### config.mk
export PLATFORM = sky130hd
export DESIGN_NAME = nn_dense_layer_flat
export DESIGN_NICKNAME = d
export VERILOG_FILES = /design/src/rtl/nn_pkg.sv /design/src/rtl/nn_dense_layer_if.sv /design/src/rtl/nn_mac_unit.sv /design/src/rtl/nn_dense_layer.sv /design/src/flat_wrapper.sv
export SDC_FILE = /design/constraint.sdc
export NUM_CORES = 1
export LEC_CHECK = 0
export CAP_MARGIN = 20
export CORE_ASPECT_RATIO = 1.5
export CORE_UTILIZATION = 52
export DETAILED_ROUTE_END_ITERATION = 6
export GPL_TIMING_DRIVEN = 0
export PLACE_DENSITY = 0.93
export RECOVER_POWER = 50
export SYNTH_ARGS = -nofsm -noshare
export SYNTH_HDL_FRONTEND = slang
export SYNTH_SLANG_ARGS = --single-unit
### constraint.sdc
create_clock -name clk -period 3.09 [get_ports clk]
set_input_delay 0.618 -clock clk [delete_from_list [all_inputs] [get_ports clk]]
set_output_delay 0.618 -clock clk [all_outputs]
set_load 0.01 [all_outputs]
### src/rtl/nn_pkg.sv
// nn_pkg: shared definitions for the fixed-point dense-layer pipeline.
//   DATA_W   - width of activations, weights, biases and results
//   FRAC_DEF - default number of fractional bits of the shared Q format
//   state_e  - layer sequencer states
//   sat8     - clamp a signed value to the signed 8-bit range
//   w_off    - bit offset of weight row j, column i in a packed weight ROM
package nn_pkg;

    localparam int unsigned DATA_W   = 8;
    localparam int unsigned FRAC_DEF = 4;

    typedef enum logic [1:0] {
        IDLE,
        RUN,
        FIN,
        DONE
    } state_e;

    function automatic logic signed [DATA_W-1:0] sat8(input logic signed [31:0] v);
        if (v > 32'sd127) begin
            return 8'h7f;
        end else if (v < -32'sd128) begin
            return 8'h80;
        end
        return v[DATA_W-1:0];
    endfunction

    function automatic int unsigned w_off(input int unsigned j, input int unsigned i,
                                          input int unsigned n_in);
        return (j * n_in + i) * DATA_W;
    endfunction

endpackage

### src/rtl/nn_dense_layer_if.sv
// nn_dense_layer_if: handshake, activation read port and result bus of one layer.
//   req        - start/hold request from upstream
//   in_data    - activation read data, valid the cycle after its address is presented
//   in_rd_trig - read strobe, high whenever in_addr carries a valid read address
//   in_addr    - activation index being read
//   ack_layer  - results valid (level)
//   out_vec    - packed signed results, neuron j at [j*8 +: 8]
// Modports: master = upstream/memory side, slave = layer side.
interface nn_dense_layer_if
    import nn_pkg::*;
#(
    parameter int unsigned N_IN  = 2,
    parameter int unsigned N_OUT = 2
);
    localparam int unsigned AW = (N_IN > 1) ? $clog2(N_IN) : 1;

    logic                       req;
    logic signed [DATA_W-1:0]   in_data;
    logic                       in_rd_trig;
    logic [AW-1:0]              in_addr;
    logic                       ack_layer;
    logic [N_OUT*DATA_W-1:0]    out_vec;

    modport master (
        output req,
        output in_data,
        input  in_rd_trig,
        input  in_addr,
        input  ack_layer,
        input  out_vec
    );

    modport slave (
        input  req,
        input  in_data,
        output in_rd_trig,
        output in_addr,
        output ack_layer,
        output out_vec
    );

endinterface

### src/rtl/nn_mac_unit.sv
// nn_mac_unit: signed 8x8 multiply-accumulate with a combinational post-stage.
//   clk, rst  - clock and asynchronous active-high reset
//   clr_i     - zero the accumulator (wins over en_i)
//   en_i      - accumulate data_i * weight_i
//   data_i    - signed activation
//   weight_i  - signed weight for the current MAC
//   bias_i    - signed bias of the current neuron
//   res_o     - (acc + bias<<FRAC) >>> FRAC, optional ReLU, saturated to 8 bits
module nn_mac_unit
    import nn_pkg::*;
#(
    parameter int unsigned FRAC  = FRAC_DEF,
    parameter int unsigned ACC_W = 18,
    parameter int unsigned ACT   = 1
) (
    input  logic                     clk,
    input  logic                     rst,
    input  logic                     clr_i,
    input  logic                     en_i,
    input  logic signed [DATA_W-1:0] data_i,
    input  logic signed [DATA_W-1:0] weight_i,
    input  logic signed [DATA_W-1:0] bias_i,
    output logic signed [DATA_W-1:0] res_o
);

    logic signed [ACC_W-1:0] acc_q, acc_d;
    logic signed [15:0]      prod;
    logic signed [ACC_W:0]   bias_ext;
    logic signed [ACC_W:0]   sum;
    logic signed [ACC_W:0]   shifted;
    logic signed [31:0]      v;

    always_comb begin
        prod  = $signed({{8{data_i[7]}}, data_i}) * $signed({{8{weight_i[7]}}, weight_i});
        acc_d = acc_q;
        if (clr_i) begin
            acc_d = '0;
        end else if (en_i) begin
            acc_d = acc_q + {{(ACC_W-16){prod[15]}}, prod};
        end
    end

    always_ff @(posedge clk or posedge rst) begin
        if (rst) begin
            acc_q <= '0;
        end else begin
            acc_q <= acc_d;
        end
    end

    // One extra bit of headroom so the bias add cannot wrap a near-full accumulator.
    always_comb begin
        bias_ext = {{(ACC_W+1-DATA_W){bias_i[DATA_W-1]}}, bias_i};
        sum      = {acc_q[ACC_W-1], acc_q} + (bias_ext <<< FRAC);
        shifted  = sum >>> FRAC;  // arithmetic: rounds toward minus infinity
        v        = {{(31-ACC_W){shifted[ACC_W]}}, shifted};
        if (ACT == 1 && shifted[ACC_W]) begin
            v = '0;
        end
        res_o = sat8(v);
    end

endmodule

### src/rtl/nn_dense_layer.sv
// nn_dense_layer: fixed-point fully-connected layer, one neuron at a time.
//   clk, rst - clock and asynchronous active-high reset
//   bus_io   - slave side of nn_dense_layer_if (req, activation read port, results)
// Each neuron takes N_IN+2 cycles: N_IN reads pipelined with N_IN MACs, then one
// FIN cycle that post-processes the accumulator into its shadow slot. Results are
// copied to out_vec only when the last neuron completes, so an abort never
// disturbs previously published results.
module nn_dense_layer
    import nn_pkg::*;
#(
    parameter int unsigned N_IN  = 2,
    parameter int unsigned N_OUT = 2,
    parameter int unsigned FRAC  = FRAC_DEF,
    parameter int unsigned ACC_W = 18,
    parameter int unsigned ACT   = 1,
    parameter logic [N_OUT*N_IN*DATA_W-1:0] W_INIT = '0,
    parameter logic [N_OUT*DATA_W-1:0]      B_INIT = '0
) (
    input  logic                clk,
    input  logic                rst,
    nn_dense_layer_if.slave     bus_io
);

    localparam int unsigned AW = (N_IN > 1) ? $clog2(N_IN) : 1;
    localparam int unsigned JW = (N_OUT > 1) ? $clog2(N_OUT) : 1;
    localparam int unsigned IW = $clog2(N_IN + 1);

    state_e                  state_q, state_d;
    logic [JW-1:0]           j_q, j_d;
    logic [IW-1:0]           i_q, i_d;          // reads issued for this neuron
    logic                    trig_q, trig_d;
    logic [AW-1:0]           addr_q, addr_d;
    logic                    rd_prev_q, rd_prev_d;  // in_data this cycle is a read result
    logic [AW-1:0]           idx_prev_q, idx_prev_d;
    logic                    ack_q, ack_d;
    logic [N_OUT*DATA_W-1:0] out_q, out_d;
    logic [N_OUT*DATA_W-1:0] shadow_q, shadow_d;

    logic                     mac_clr, mac_en;
    logic signed [DATA_W-1:0] w_sel, b_sel, res;

    assign w_sel = W_INIT[w_off(32'(j_q), 32'(idx_prev_q), N_IN) +: DATA_W];
    assign b_sel = B_INIT[32'(j_q) * DATA_W +: DATA_W];

    nn_mac_unit #(
        .FRAC  (FRAC),
        .ACC_W (ACC_W),
        .ACT   (ACT)
    ) u_mac (
        .clk      (clk),
        .rst      (rst),
        .clr_i    (mac_clr),
        .en_i     (mac_en),
        .data_i   (bus_io.in_data),
        .weight_i (w_sel),
        .bias_i   (b_sel),
        .res_o    (res)
    );

    always_comb begin
        state_d    = state_q;
        j_d        = j_q;
        i_d        = i_q;
        trig_d     = 1'b0;
        addr_d     = addr_q;
        rd_prev_d  = 1'b0;
        idx_prev_d = idx_prev_q;
        ack_d      = ack_q;
        out_d      = out_q;
        shadow_d   = shadow_q;
        mac_clr    = 1'b0;
        mac_en     = 1'b0;

        unique case (state_q)
            IDLE: begin
                // Read index 0 goes out on the entry edge so RUN starts issuing at once.
                if (bus_io.req && !ack_q) begin
                    state_d = RUN;
                    j_d     = '0;
                    mac_clr = 1'b1;
                    trig_d  = 1'b1;
                    addr_d  = '0;
                    i_d     = IW'(1);
                end
            end
            RUN: begin
                if (!bus_io.req) begin
                    state_d = IDLE;
                    mac_clr = 1'b1;
                end else begin
                    if (i_q < IW'(N_IN)) begin
                        trig_d = 1'b1;
                        addr_d = AW'(i_q);
                        i_d    = i_q + IW'(1);
                    end
                    if (trig_q) begin
                        rd_prev_d  = 1'b1;
                        idx_prev_d = addr_q;
                    end
                    if (rd_prev_q) begin
                        mac_en = 1'b1;
                        if (idx_prev_q == AW'(N_IN - 1)) begin
                            state_d = FIN;
                        end
                    end
                end
            end
            FIN: begin
                if (!bus_io.req) begin
                    state_d = IDLE;
                    mac_clr = 1'b1;
                end else begin
                    shadow_d[32'(j_q) * DATA_W +: DATA_W] = res;
                    mac_clr = 1'b1;
                    if (j_q == JW'(N_OUT - 1)) begin
                        state_d = DONE;
                        ack_d   = 1'b1;
                        out_d   = shadow_d;
                    end else begin
                        state_d = RUN;
                        j_d     = j_q + JW'(1);
                        trig_d  = 1'b1;
                        addr_d  = '0;
                        i_d     = IW'(1);
                    end
                end
            end
            DONE: begin
                if (!bus_io.req) begin
                    state_d = IDLE;
                    ack_d   = 1'b0;
                end
            end
            default: state_d = IDLE;
        endcase
    end

    always_ff @(posedge clk or posedge rst) begin
        if (rst) begin
            state_q    <= IDLE;
            j_q        <= '0;
            i_q        <= '0;
            trig_q     <= 1'b0;
            addr_q     <= '0;
            rd_prev_q  <= 1'b0;
            idx_prev_q <= '0;
            ack_q      <= 1'b0;
            out_q      <= '0;
            shadow_q   <= '0;
        end else begin
            state_q    <= state_d;
            j_q        <= j_d;
            i_q        <= i_d;
            trig_q     <= trig_d;
            addr_q     <= addr_d;
            rd_prev_q  <= rd_prev_d;
            idx_prev_q <= idx_prev_d;
            ack_q      <= ack_d;
            out_q      <= out_d;
            shadow_q   <= shadow_d;
        end
    end

    assign bus_io.in_rd_trig = trig_q;
    assign bus_io.in_addr    = addr_q;
    assign bus_io.ack_layer  = ack_q;
    assign bus_io.out_vec    = out_q;

endmodule
### src/flat_wrapper.sv
// flat-port wrapper written by rule: the top's interface ports become plain ports
module nn_dense_layer_flat import nn_pkg::*;
#(
    parameter int unsigned N_IN  = 2,
    parameter int unsigned N_OUT = 2,
    parameter int unsigned FRAC  = FRAC_DEF,
    parameter int unsigned ACC_W = 18,
    parameter int unsigned ACT   = 1,
    parameter logic [N_OUT*N_IN*DATA_W-1:0] W_INIT = '0,
    parameter logic [N_OUT*DATA_W-1:0]      B_INIT = '0
)
  (clk, rst, bus_io_req, bus_io_in_data, bus_io_in_rd_trig, bus_io_in_addr, bus_io_ack_layer, bus_io_out_vec);
  nn_dense_layer_if #(.N_IN(N_IN), .N_OUT(N_OUT)) bus_io_i ();
  input  logic clk;
  input  logic rst;
  input wire logic [$bits(bus_io_i.req)-1:0] bus_io_req;
  input wire logic [$bits(bus_io_i.in_data)-1:0] bus_io_in_data;
  output wire logic [$bits(bus_io_i.in_rd_trig)-1:0] bus_io_in_rd_trig;
  output wire logic [$bits(bus_io_i.in_addr)-1:0] bus_io_in_addr;
  output wire logic [$bits(bus_io_i.ack_layer)-1:0] bus_io_ack_layer;
  output wire logic [$bits(bus_io_i.out_vec)-1:0] bus_io_out_vec;
  assign bus_io_i.req = bus_io_req;
  assign bus_io_i.in_data = bus_io_in_data;
  assign bus_io_in_rd_trig = bus_io_i.in_rd_trig;
  assign bus_io_in_addr = bus_io_i.in_addr;
  assign bus_io_ack_layer = bus_io_i.ack_layer;
  assign bus_io_out_vec = bus_io_i.out_vec;
  nn_dense_layer #(.N_IN(N_IN), .N_OUT(N_OUT), .FRAC(FRAC), .ACC_W(ACC_W), .ACT(ACT), .W_INIT(W_INIT), .B_INIT(B_INIT)) u_core (.clk(clk), .rst(rst), .bus_io(bus_io_i));
endmodule
==> reports/qor.yml, run 1 <==
die:
  die_area_sq_um: 2910
  die_w_um: 44.4
  floorplan.io_pins: 30
  dieHeight_um: 65.5
  core_sq_um: 2500
  start_util_pct: 55.8
  rows: 22
routing:
  drtIter0Drc: 21
  wl_per_cell_um: 14.6
  drt_wl_total_mm: 2.58
  route.detailed.drc: 0
  drtAntennaViolNets: 0
  num_vias: 944
  viasPerCell: 5.33
  drt_pass1_iterations: 4
timing:
  rsz0062_at_grt: "false"
  worstMarginPinSlew_ns: 1.17
  finalCritPeriodShare_pct: 68.9
  tns_ns: 0
  slew_headroom_pct: 22.3
  setup_ws_ns: 0.960
  period_minus_slack_ns: 2.13
  slew_viol_final: 0
  whs_ns: 0.490
  max_clock_freq_mhz: 469
  hold_viol: 0
  finalSetupViolations: 0
  finClkSkew_ns: 0.0104
setup_path:
  cp-start-kind: "input pin"
  path_cells: "dlygate4sd3_1, inv_1, clkbuf_1"
  crit_family: "buffers and inverters"
  critPathRequiredTime_ns: 3.37
  r2r_cells: 6
  critPathArrivalTime_ns: 2.41
  crit_fanout: 23
  rrSetupSlack_ns: 0.97
  slowest_delay_ns: 0.91
  crit_buf_inv: 3
  crit_type: "in2async"
  crit_slowest_cell: "clkbuf_1"
  critical_path.reg2reg.endpoint: "u_core.bus_io.out_vec[0]"
  worstSetupEndpointType: "async pin"
  critical_path_cell_count: 3
  r2r-start: "u_core.state_q[0]"
  worstSetupStartpoint: "rst"
clock_network:
  cts_resized: 0
  cts_sinks: 34
  cts-root-buf: "clkbuf_4"
  cts_tree: "yes"
  ctsHtreeMaxLevel: 2
  clk_path_buf_depth: 2
  cts_buffers: 5
  holdBufCountCts: 0
  path_clk_slew_ns: 0.08
  postCtsSetupBuffers: 0
  clock_latency_ns: 0.34
synthesis:
  synth_nets: 129
  ys_warn_count: 0
  synth_cell_types: 29
  yosysSeqAreaShare_pct: 60.8
  syn_avg_cell_area_sq_um: 12.5
  syn_inst: 112
  synth_seq_cells: 34
  synth_area_sq_um: 1400
outcome:
  status: "complete, no violations"
global_routing:
  overflow: 0
  grt_start_max_net_pins: 24
  grt_usage_pct: 22.0
  grt_pass1_vias: 981
  grt_pass1_wl_mm: 4.45
  antenna_found_initial: 0
layout:
  drive_gt1_share_pct: 9.93
  nets: 158
  regArea_sq_um: 851
  fillers: 182
  final_cell_mix: "dfrtp_1, clkdlybuf4s50_1, and2_1"
  diodes: 0
  area_growth_pct: 21.6
  final_common_cell: "dfrtp_1"
  multi_input_area_sq_um: 512
place:
  io_buffers: 21
  place.gp.congestion: 0.816
  dp_hpwl_mm: 1.92
  place_ws_ns: 0.876
worst_hold_path:
  hold_path_end: "u_core.shadow_q[3]"
  hold_class: "reg2reg"
  hold_depth: 1
  min_from: "u_core.shadow_q[3]"
power_and_ir_drop:
  leakagePower_nw: 0.830
  irDropWorstVdd_v: 0.000495
  p_per_area_nw_per_um2: 619
job:
  cap_violations: 0
==> metal layers <==
metal / vias to the layer above / global-route usage, % / part of all wire (%)
met5: - / 0 / 0
met4: 0 / 15.5 / 2.8
met3: 9 / 4.95 / 4.5
met2: 30 / 37.1 / 55
met1: 467 / 23.2 / 38
li1: 438 / - / -
==> cell usage after synthesis <==
library cell / number / share of area [%]
mux2i_1: 2 / 1.4
and3_1: 2 / 0.89
a22oi_1: 1 / 0.54
and2_1: 17 / 7.6
nand2_1: 4 / 1.1
ha_1: 6 / 5.4
nor2b_1: 1 / 0.45
inv_1: 5 / 1.3
o22ai_1: 1 / 0.45
nand3_1: 3 / 1.1
o21ai_0: 3 / 1.1
nor3_1: 1 / 0.36
mux2_1: 2 / 1.6
mux2_2: 7 / 5.6
nor3b_1: 1 / 0.54
or4_1: 1 / 0.54
o21ai_1: 1 / 0.36
a31oi_1: 2 / 0.89
a211oi_1: 1 / 0.54
clkbuf_1: 2 / 0.54
a21oi_1: 4 / 1.4
a21o_1: 2 / 1.1
nor2_1: 2 / 0.54
nand3b_1: 1 / 0.54
dfrtp_1: 34 / 61
a221oi_2: 1 / 1.1
nand2b_1: 2 / 0.89
buf_2: 2 / 0.72
a2bb2oi_1: 1 / 0.63
==> through the flow <==
step / cell area, sq um / power, W / cells / utilization, %
finish: 1700 / 0.00105 / 177 / 67.9
global route: 1700 / 0.00112 / 177 / 67.9
CTS: 1730 / 0.00106 / 177 / 68.9
detailed placement: 1680 / 0.000840 / 170 / 67.1
global placement: 1650 / 0.000810 / 169 / 66.0
floorplan: 1400 / 0.000746 / 112 / -
==> power breakdown <==
part           total (W)  internal [W]  switching [W]  leakage, nW
clock           0.000224     0.0000856       0.000138       0.0254
sequential      0.000539      0.000490      0.0000490        0.459
combinational   0.000291      0.000133       0.000159        0.346
==> registers in the layout (all words and copies together), names as in the netlist <==
register and cells:
u_core.bus_io.out_vec 16, u_core.i_q 2, u_core.j_q 1, u_core.bus_io.in_addr 1, u_core.bus_io.ack_layer 1, u_core.shadow_q 8, u_core.rd_prev_q 1, u_core.bus_io.in_rd_trig 1
u_core.state_q 2, u_core.idx_prev_q 1
==> kinds of logic (layout without fill, tap and decap cells) <==
logic type / count (synthesis) / in the layout / share of synthesized area [%]
adders and majority gates: 6 / 6 / 5.37
AOI/OAI and AO/OA: 17 / 17 / 8.05
DFF: 34 / 34 / 60.8
buffers and inverters: 9 / 38 / 2.59
muxes: 11 / 11 / 8.68
and+or+nand+nor: 35 / 35 / 14.5
==> area by class of cell <==
type	instances	share of cell area (%)
Clock buffer	7	2.65
Sequential cell	34	50.0
Buffer	4	0.956
Inverter	5	1.10
Timing Repair Buffer	22	12.6
Tap cell	36	2.65
Multi-Input combinational cell	69	30.1
==> worst max-delay path by stage <==
stage	end	slack, ns
2_1_floorplan	u_core.bus_io.out_vec[5]	1.47
3_3_place_gp	u_core.state_q[1]	0.93
3_5_place_dp	u_core.state_q[1]	0.88
4_1_cts	bus_io_ack_layer	1.15
5_1_grt	u_core.bus_io.out_vec[6]	0.61
6_report	u_core.bus_io.out_vec[7]	0.96
No activity file was read; power rests on OpenSTA's default activity.
==> inputs of run 2 (changes only) <==
--- a/config.mk
+++ b/config.mk
@@ -7,10 +7,10 @@
 export LEC_CHECK = 0
 export CAP_MARGIN = 20
 export CORE_ASPECT_RATIO = 1.5
-export CORE_UTILIZATION = 52
+export CORE_UTILIZATION = 44
 export DETAILED_ROUTE_END_ITERATION = 6
 export GPL_TIMING_DRIVEN = 0
-export PLACE_DENSITY = 0.93
+export PLACE_DENSITY = 0.85
 export RECOVER_POWER = 50
 export SYNTH_ARGS = -nofsm -noshare
 export SYNTH_HDL_FRONTEND = slang
==> constraint.sdc (replaced) <==
create_clock -name clk -period 1.9 [get_ports clk]
set_input_delay 0.38 -clock clk [delete_from_list [all_inputs] [get_ports clk]]
set_output_delay 0.38 -clock clk [all_outputs]
set_load 0.01 [all_outputs]
==> run 2 against run 1 <==
Against the previous run:
- critical path depth rose by 2
- highest routed layer unchanged
- worst hold slack got worse by 0.012 ns
- largest power group unchanged
- sequential share of layout area fell by 1.6 points
- clock skew fell by 0.0084 ns
==> reports/qor.yml, run 2 (synthesized netlist as in run 1, its figures left out) <==
outcome:
  status: "complete, no violations"  # unchanged
timing:
  hold_viol: 0  # unchanged
  finClkSkew_ns: 0.00199  # was 0.0104 ns
  max_clock_freq_mhz: 550
  slew_viol_final: 0  # unchanged
  period_minus_slack_ns: 1.82
  slew_headroom_pct: 59.3  # was 22.3%
  tns_ns: 0  # unchanged
  finalSetupViolations: 0  # unchanged
  worstMarginPinSlew_ns: 0.611  # was 1.17 ns
  rsz0062_at_grt: "false"  # unchanged
  finalCritPeriodShare_pct: 95.6
power_and_ir_drop:
  seqPwrFrac_pct: 46.6  # was 51.1%
  p_per_area_nw_per_um2: 1070  # was 619 nW/um^2
  switching_power_w: 0.000570  # was 0.000346 W
  pwr-share-comb_pct: 25.0  # was 27.6%
  internal_power_w: 0.00131  # was 0.000708 W
  leakagePower_nw: 0.878  # was 0.830 nW
  clkPwrFrac_pct: 28.5  # was 21.2%
  irDropWorstVdd_v: 0.000797  # was 0.000495 V
  swShare_pct: 30.4  # was 32.8%
layout:
  nets: 158  # unchanged
  final_cell_mix: "dfrtp_1, and2_1, clkdlybuf4s50_1"  # was dfrtp_1, clkdlybuf4s50_1, and2_1
  final_common_cell: "dfrtp_1"  # unchanged
  regArea_sq_um: 851  # unchanged
  fillers: 254  # was 182
  area_growth_pct: 25.8  # was 21.6%
  diodes: 0  # unchanged
  largest_reg_flops: 16  # unchanged
  drive_gt1_share_pct: 13.4  # was 9.93%
  instances_no_fill: 181  # was 177
  multi_input_area_sq_um: 517  # was 512 sq um
routing:
  drt_pass1_iterations: 4  # unchanged
  wl_per_cell_um: 13.6  # was 14.6 um
  drtIter0Drc: 16  # was 21
  drtAntennaViolNets: 0  # unchanged
  drt_wl_total_mm: 2.47  # was 2.58 mm
  viasPerCell: 5.21  # was 5.33
  route.detailed.drc: 0  # unchanged
  num_vias: 943  # was 944
job:
  cap_violations: 0  # unchanged
setup_path:
  r2r-start: "u_core.state_q[0]"  # unchanged
  rrSetupSlack_ns: 0.11  # was 0.97 ns
  critical_path.reg2reg.endpoint: "u_core.bus_io.in_addr"  # was u_core.bus_io.out_vec[0]
  worstSetupEndpointType: "flop"  # was async pin
  r2r_cells: 6  # unchanged
  cp-start-kind: "input pin"  # unchanged
  crit_type: "in2reg"  # was in2async
  crit_fanout: 6  # was 23
  critPathArrivalTime_ns: 2.03  # was 2.41 ns
  critPathRequiredTime_ns: 2.11  # was 3.37 ns
clock_network:
  cts_sinks: 34  # unchanged
  path_clk_slew_ns: 0.06  # was 0.08 ns
  ctsHtreeMaxLevel: 2  # unchanged
  cts_tree: "yes"  # unchanged
  clk_path_buf_depth: 2  # unchanged
  clock_latency_ns: 0.28  # was 0.34 ns
  postCtsSetupBuffers: 0  # unchanged
  cts_buffers: 5  # unchanged
  cts-root-buf: "clkbuf_8"  # was clkbuf_4
die:
  start_util_pct: 47.1  # was 55.8%
  dieHeight_um: 71.1  # was 65.5 um
  core_sq_um: 2970  # was 2500 sq um
  die_w_um: 48.0  # was 44.4 um
  floorplan.io_pins: 30  # unchanged
  die_area_sq_um: 3410  # was 2910 sq um
  rows: 24  # was 22
worst_hold_path:
  hold_class: "reg2reg"  # unchanged
  hold_path_end: "u_core.shadow_q[0]"  # was u_core.shadow_q[3]
  hold_depth: 1  # unchanged
  min_from: "u_core.shadow_q[0]"  # was u_core.shadow_q[3]
place:
  io_buffers: 21  # unchanged
  place.gp.congestion: 0.729  # was 0.816
  dp_hpwl_mm: 1.82  # was 1.92 mm
  placed_cells: 173  # was 170
global_routing:
  overflow: 0  # unchanged
  antenna_found_initial: 0  # unchanged
  grt_pass1_wl_mm: 4.08  # was 4.45 mm
  grt_pass1_vias: 971  # was 981
  grt_usage_pct: 17.2  # was 22.0%
  grt_start_max_net_pins: 26  # was 24
run 2: repair_timing:
item	4_1_cts	5_1_grt
endpoints found under the setup margin	0	4
gates resized for setup	0	1
hold buffers	0	0
run 2: metrics by stage:
step	area, sq um	total power [W]	hold WS [ns]	worst slack [ns]	util (%)
final	1760	0.00188	0.478	0.0828	59.2
after global routing	1760	0.00200	0.498	0.0153	59.2
after CTS	1780	0.00191	0.422	0.0460	59.8
after detailed placement	1690	0.00136	0.465	-0.111	56.7
after global placement	1660	0.00132	0.463	-0.0164	55.8
after floorplan	1400	0.00121	0.446	0.275	-
run 2: worst max-delay path by stage:
| stage | from | end | slack, ns | depth (start not counted) |
|---|---|---|---|---|
| after floorplan | u_core.state_q[0] | u_core.bus_io.out_vec[5] | 0.28 | 6 |
| after detailed placement | bus_io_req | u_core.state_q[1] | -0.11 | 5 |
| after CTS | u_core.state_q[0] | u_core.bus_io.out_vec[0] | 0.05 | 6 |
| after global routing | u_core.state_q[0] | u_core.bus_io.in_addr | 0.02 | 6 |
| final | bus_io_req | u_core.state_q[1] | 0.08 | 5 |
| after global placement | bus_io_req | u_core.state_q[1] | -0.02 | 5 |
run 2: layer usage:
layer	wire length, um	vias up	global-route usage (%)
li1	-	443	-
met1	986	464	17.0
met2	1310	28	29.1
met3	98	8	6.38
met4	74	0	9.26
met5	0	-	0
run 2: area by class of cell:
cell class / instances / area share [%]
clock buffers: 7 / 4.91
well taps: 39 / 2.77
flip-flops and latches: 34 / 48.4
multi-input cells: 69 / 29.4
repair buffers: 22 / 12.2
clock inverters: 1 / 0.284
inverters: 5 / 1.07
plain buffers: 4 / 0.996
run 2: power by group through the flow:
stage,clock network [W],registers [W],logic (W)
after global placement,0,0.000877,0.000439
after floorplan,0,0.000875,0.000338
after global routing,0.000587,0.000884,0.000525
after detailed placement,0,0.000885,0.000475
after CTS,0.000561,0.000872,0.000480
final,0.000534,0.000874,0.000468
run 2: critical path, cell delays in order:
cell           delay [ns]
dlygate4sd3_1        0.67
nand2b_1             0.15
and2_1               0.22
or4_1                0.52
nand3_1              0.10
==> inputs of run 3 (changes only) <==
--- a/config.mk
+++ b/config.mk
@@ -6,7 +6,7 @@
 export NUM_CORES = 1
 export LEC_CHECK = 0
 export CAP_MARGIN = 20
-export CORE_ASPECT_RATIO = 1.5
+export CORE_ASPECT_RATIO = 1.75
 export CORE_UTILIZATION = 44
 export DETAILED_ROUTE_END_ITERATION = 6
 export GPL_TIMING_DRIVEN = 0
==> run 3 against run 2 <==
Against the previous run:
- sequential share of layout area fell by 0.98 points
- via count down 2.8%
- cell count up 1.7%
- worst hold slack better by 0.0053 ns
- utilization increased by 1.5 points
- register-to-register slack improved by 0.05 ns
- first-iteration DRC count up 31%
- critical endpoint unchanged
==> reports/qor.yml, run 3 (synthesized netlist as in run 1, its figures left out) <==
die:
  start_util_pct: 47.3  # was 47.1%
  die_w_um: 44.6  # was 48.0 um
  core_sq_um: 2960  # was 2970 sq um
  die_area_sq_um: 3420  # was 3410 sq um
  floorplan.io_pins: 30  # unchanged
  rows: 26  # was 24
  dieHeight_um: 76.6  # was 71.1 um
power_and_ir_drop:
  irDropWorstVdd_v: 0.000725  # was 0.000797 V
  leakagePower_nw: 0.885  # was 0.878 nW
  p_per_area_nw_per_um2: 1100  # was 1070 nW/um^2
  p_total_w: 0.00198  # was 0.00188 W
clock_network:
  ctsHtreeMaxLevel: 2  # unchanged
  clock_latency_ns: 0.28  # about the same
  cts_buffers: 5  # unchanged
  clk_path_buf_depth: 2  # unchanged
  cts_tree: "yes"  # unchanged
  postCtsSetupBuffers: 0  # unchanged
  cts-root-buf: "clkbuf_8"  # unchanged
  holdBufCountCts: 0  # unchanged
  cts_sinks: 34  # unchanged
  path_clk_slew_ns: 0.06  # about the same
routing:
  drtAntennaViolNets: 0  # unchanged
  route.detailed.drc: 0  # unchanged
  drtIter0Drc: 21  # was 16
  wl_per_cell_um: 13.7  # was 13.6 um
  drt_pass1_iterations: 4  # unchanged
  viasPerCell: 4.98  # was 5.21
  num_vias: 917  # was 943
  drt_wl_total_mm: 2.53  # was 2.47 mm
outcome:
  status: "complete, no violations"  # unchanged
layout:
  area_growth_pct: 28.4  # was 25.8%
  drive_gt1_share_pct: 14.1  # was 13.4%
  final_cell_mix: "dfrtp_1, and2_1, clkdlybuf4s50_1"  # unchanged
  stdcell_area_sq_um: 1800  # was 1760 sq um
  fillers: 230  # was 254
  diodes: 0  # unchanged
  fin_util_pct: 60.7  # was 59.2%
  final_common_cell: "dfrtp_1"  # unchanged
  largest_reg_flops: 16  # unchanged
  nets: 158  # unchanged
timing:
  tns_ns: 0  # unchanged
  hold_viol: 0  # unchanged
  slew_viol_final: 0  # unchanged
  rsz0062_at_grt: "false"  # unchanged
  finalCritPeriodShare_pct: 95.4  # was 95.6%
  period_minus_slack_ns: 1.81  # was 1.82 ns
  max_clock_freq_mhz: 552  # was 550 MHz
  finClkSkew_ns: 0.00358  # was 0.00199 ns
  slew_headroom_pct: 61.8  # was 59.3%
  worstMarginPinSlew_ns: 0.573  # was 0.611 ns
  finalSetupViolations: 0  # unchanged
  setup_ws_ns: 0.0878  # was 0.0828 ns
setup_path:
  critPathArrivalTime_ns: 2.03  # about the same
  crit_fanout: 6  # unchanged
  cp-start-kind: "input pin"  # unchanged
  worstSetupEndpointType: "flop"  # unchanged
  critPathRequiredTime_ns: 2.12  # was 2.11 ns
  crit_slowest_cell: "dlygate4sd3_1"  # unchanged
  path_cells: "dlygate4sd3_1, nand2b_1, and2_1, or4_1, nand3_1"  # unchanged
  slowest_delay_ns: 0.66  # was 0.67 ns
  crit_type: "in2reg"  # unchanged
place:
  io_buffers: 21  # unchanged
  place_ws_ns: -0.0677  # was -0.111 ns
  place_area_sq_um: 1690  # about the same
  place.gp.congestion: 0.800  # was 0.729
  dp_hpwl_mm: 1.86  # was 1.82 mm
global_routing:
  antenna_found_initial: 0  # unchanged
  grt_pass1_vias: 925  # was 971
  overflow: 0  # unchanged
  grt_usage_pct: 17.4  # was 17.2%
  grt_pass1_wl_mm: 4.25  # was 4.08 mm
  grt_start_max_net_pins: 25  # was 26
worst_hold_path:
  hold_class: "reg2reg"  # unchanged
job:
  cap_violations: 0  # unchanged
[run 3: layout make-up]
type	instances	area (sq um)	share of cell area, %
sequential	34	851	47.4
buffer	4	20.0	1.11
tap	42	52.6	2.93
timing repair buffer	22	215	12.0
multi-input combinational	69	528	29.4
inverter	5	18.8	1.05
clock buffer	8	110	6.13
[run 3: metal layers]
| metal | global-route usage [%] | part of all wire [%] |
|---|---|---|
| met1 | 19.9 | 41 |
| met2 | 27.5 | 53 |
| met3 | 5.21 | 3.4 |
| met4 | 10.0 | 2.8 |
| met5 | 0 | 0 |
[run 3: critical path, delay by kind of cell]
| family | cells | cell delay, ns |
|---|---|---|
| buffers and inverters | 1 | 0.66 |
| and+or+nand+nor | 4 | 0.99 |
[run 3: power by group]
part | internal, W | switching [W] | leakage (nW)
logic | 0.000233 | 0.000266 | 0.368
clock network | 0.000365 | 0.000244 | 0.0575
registers | 0.000798 | 0.0000755 | 0.459
total | 0.00140 | 0.000585 | 0.885
[run 3: final timing paths]
| kind | startpoint | slack [ns] | end | cells past startpoint |
|---|---|---|---|---|
| max in group asynchronous | rst | 0.50 | u_core.i_q[1] | 3 |
| max | bus_io_req | 0.09 | u_core.state_q[1] | 5 |
| min | u_core.bus_io.out_vec[14] | 0.48 | u_core.bus_io.out_vec[14] | 1 |
| min reg2reg | u_core.bus_io.out_vec[14] | 0.48 | u_core.bus_io.out_vec[14] | 1 |
| min in group asynchronous | rst | 0.51 | u_core.bus_io.out_vec[10] | 2 |
| max reg2reg | u_core.state_q[0] | 0.16 | u_core.bus_io.in_addr | 6 |
[run 3: through the flow]
step / instances / hold slack (ns)
6_report: 184 / 0.483
5_1_grt: 184 / 0.503
3_5_place_dp: 176 / 0.473
2_1_floorplan: 112 / 0.446
4_1_cts: 184 / 0.415
3_3_place_gp: 175 / 0.464
[run 3: what timing repair did]
action | in CTS | in global routing
resized for setup | 0 | 3
hold endpoints to repair | 0 | 0
setup endpoints to repair | 0 | 6
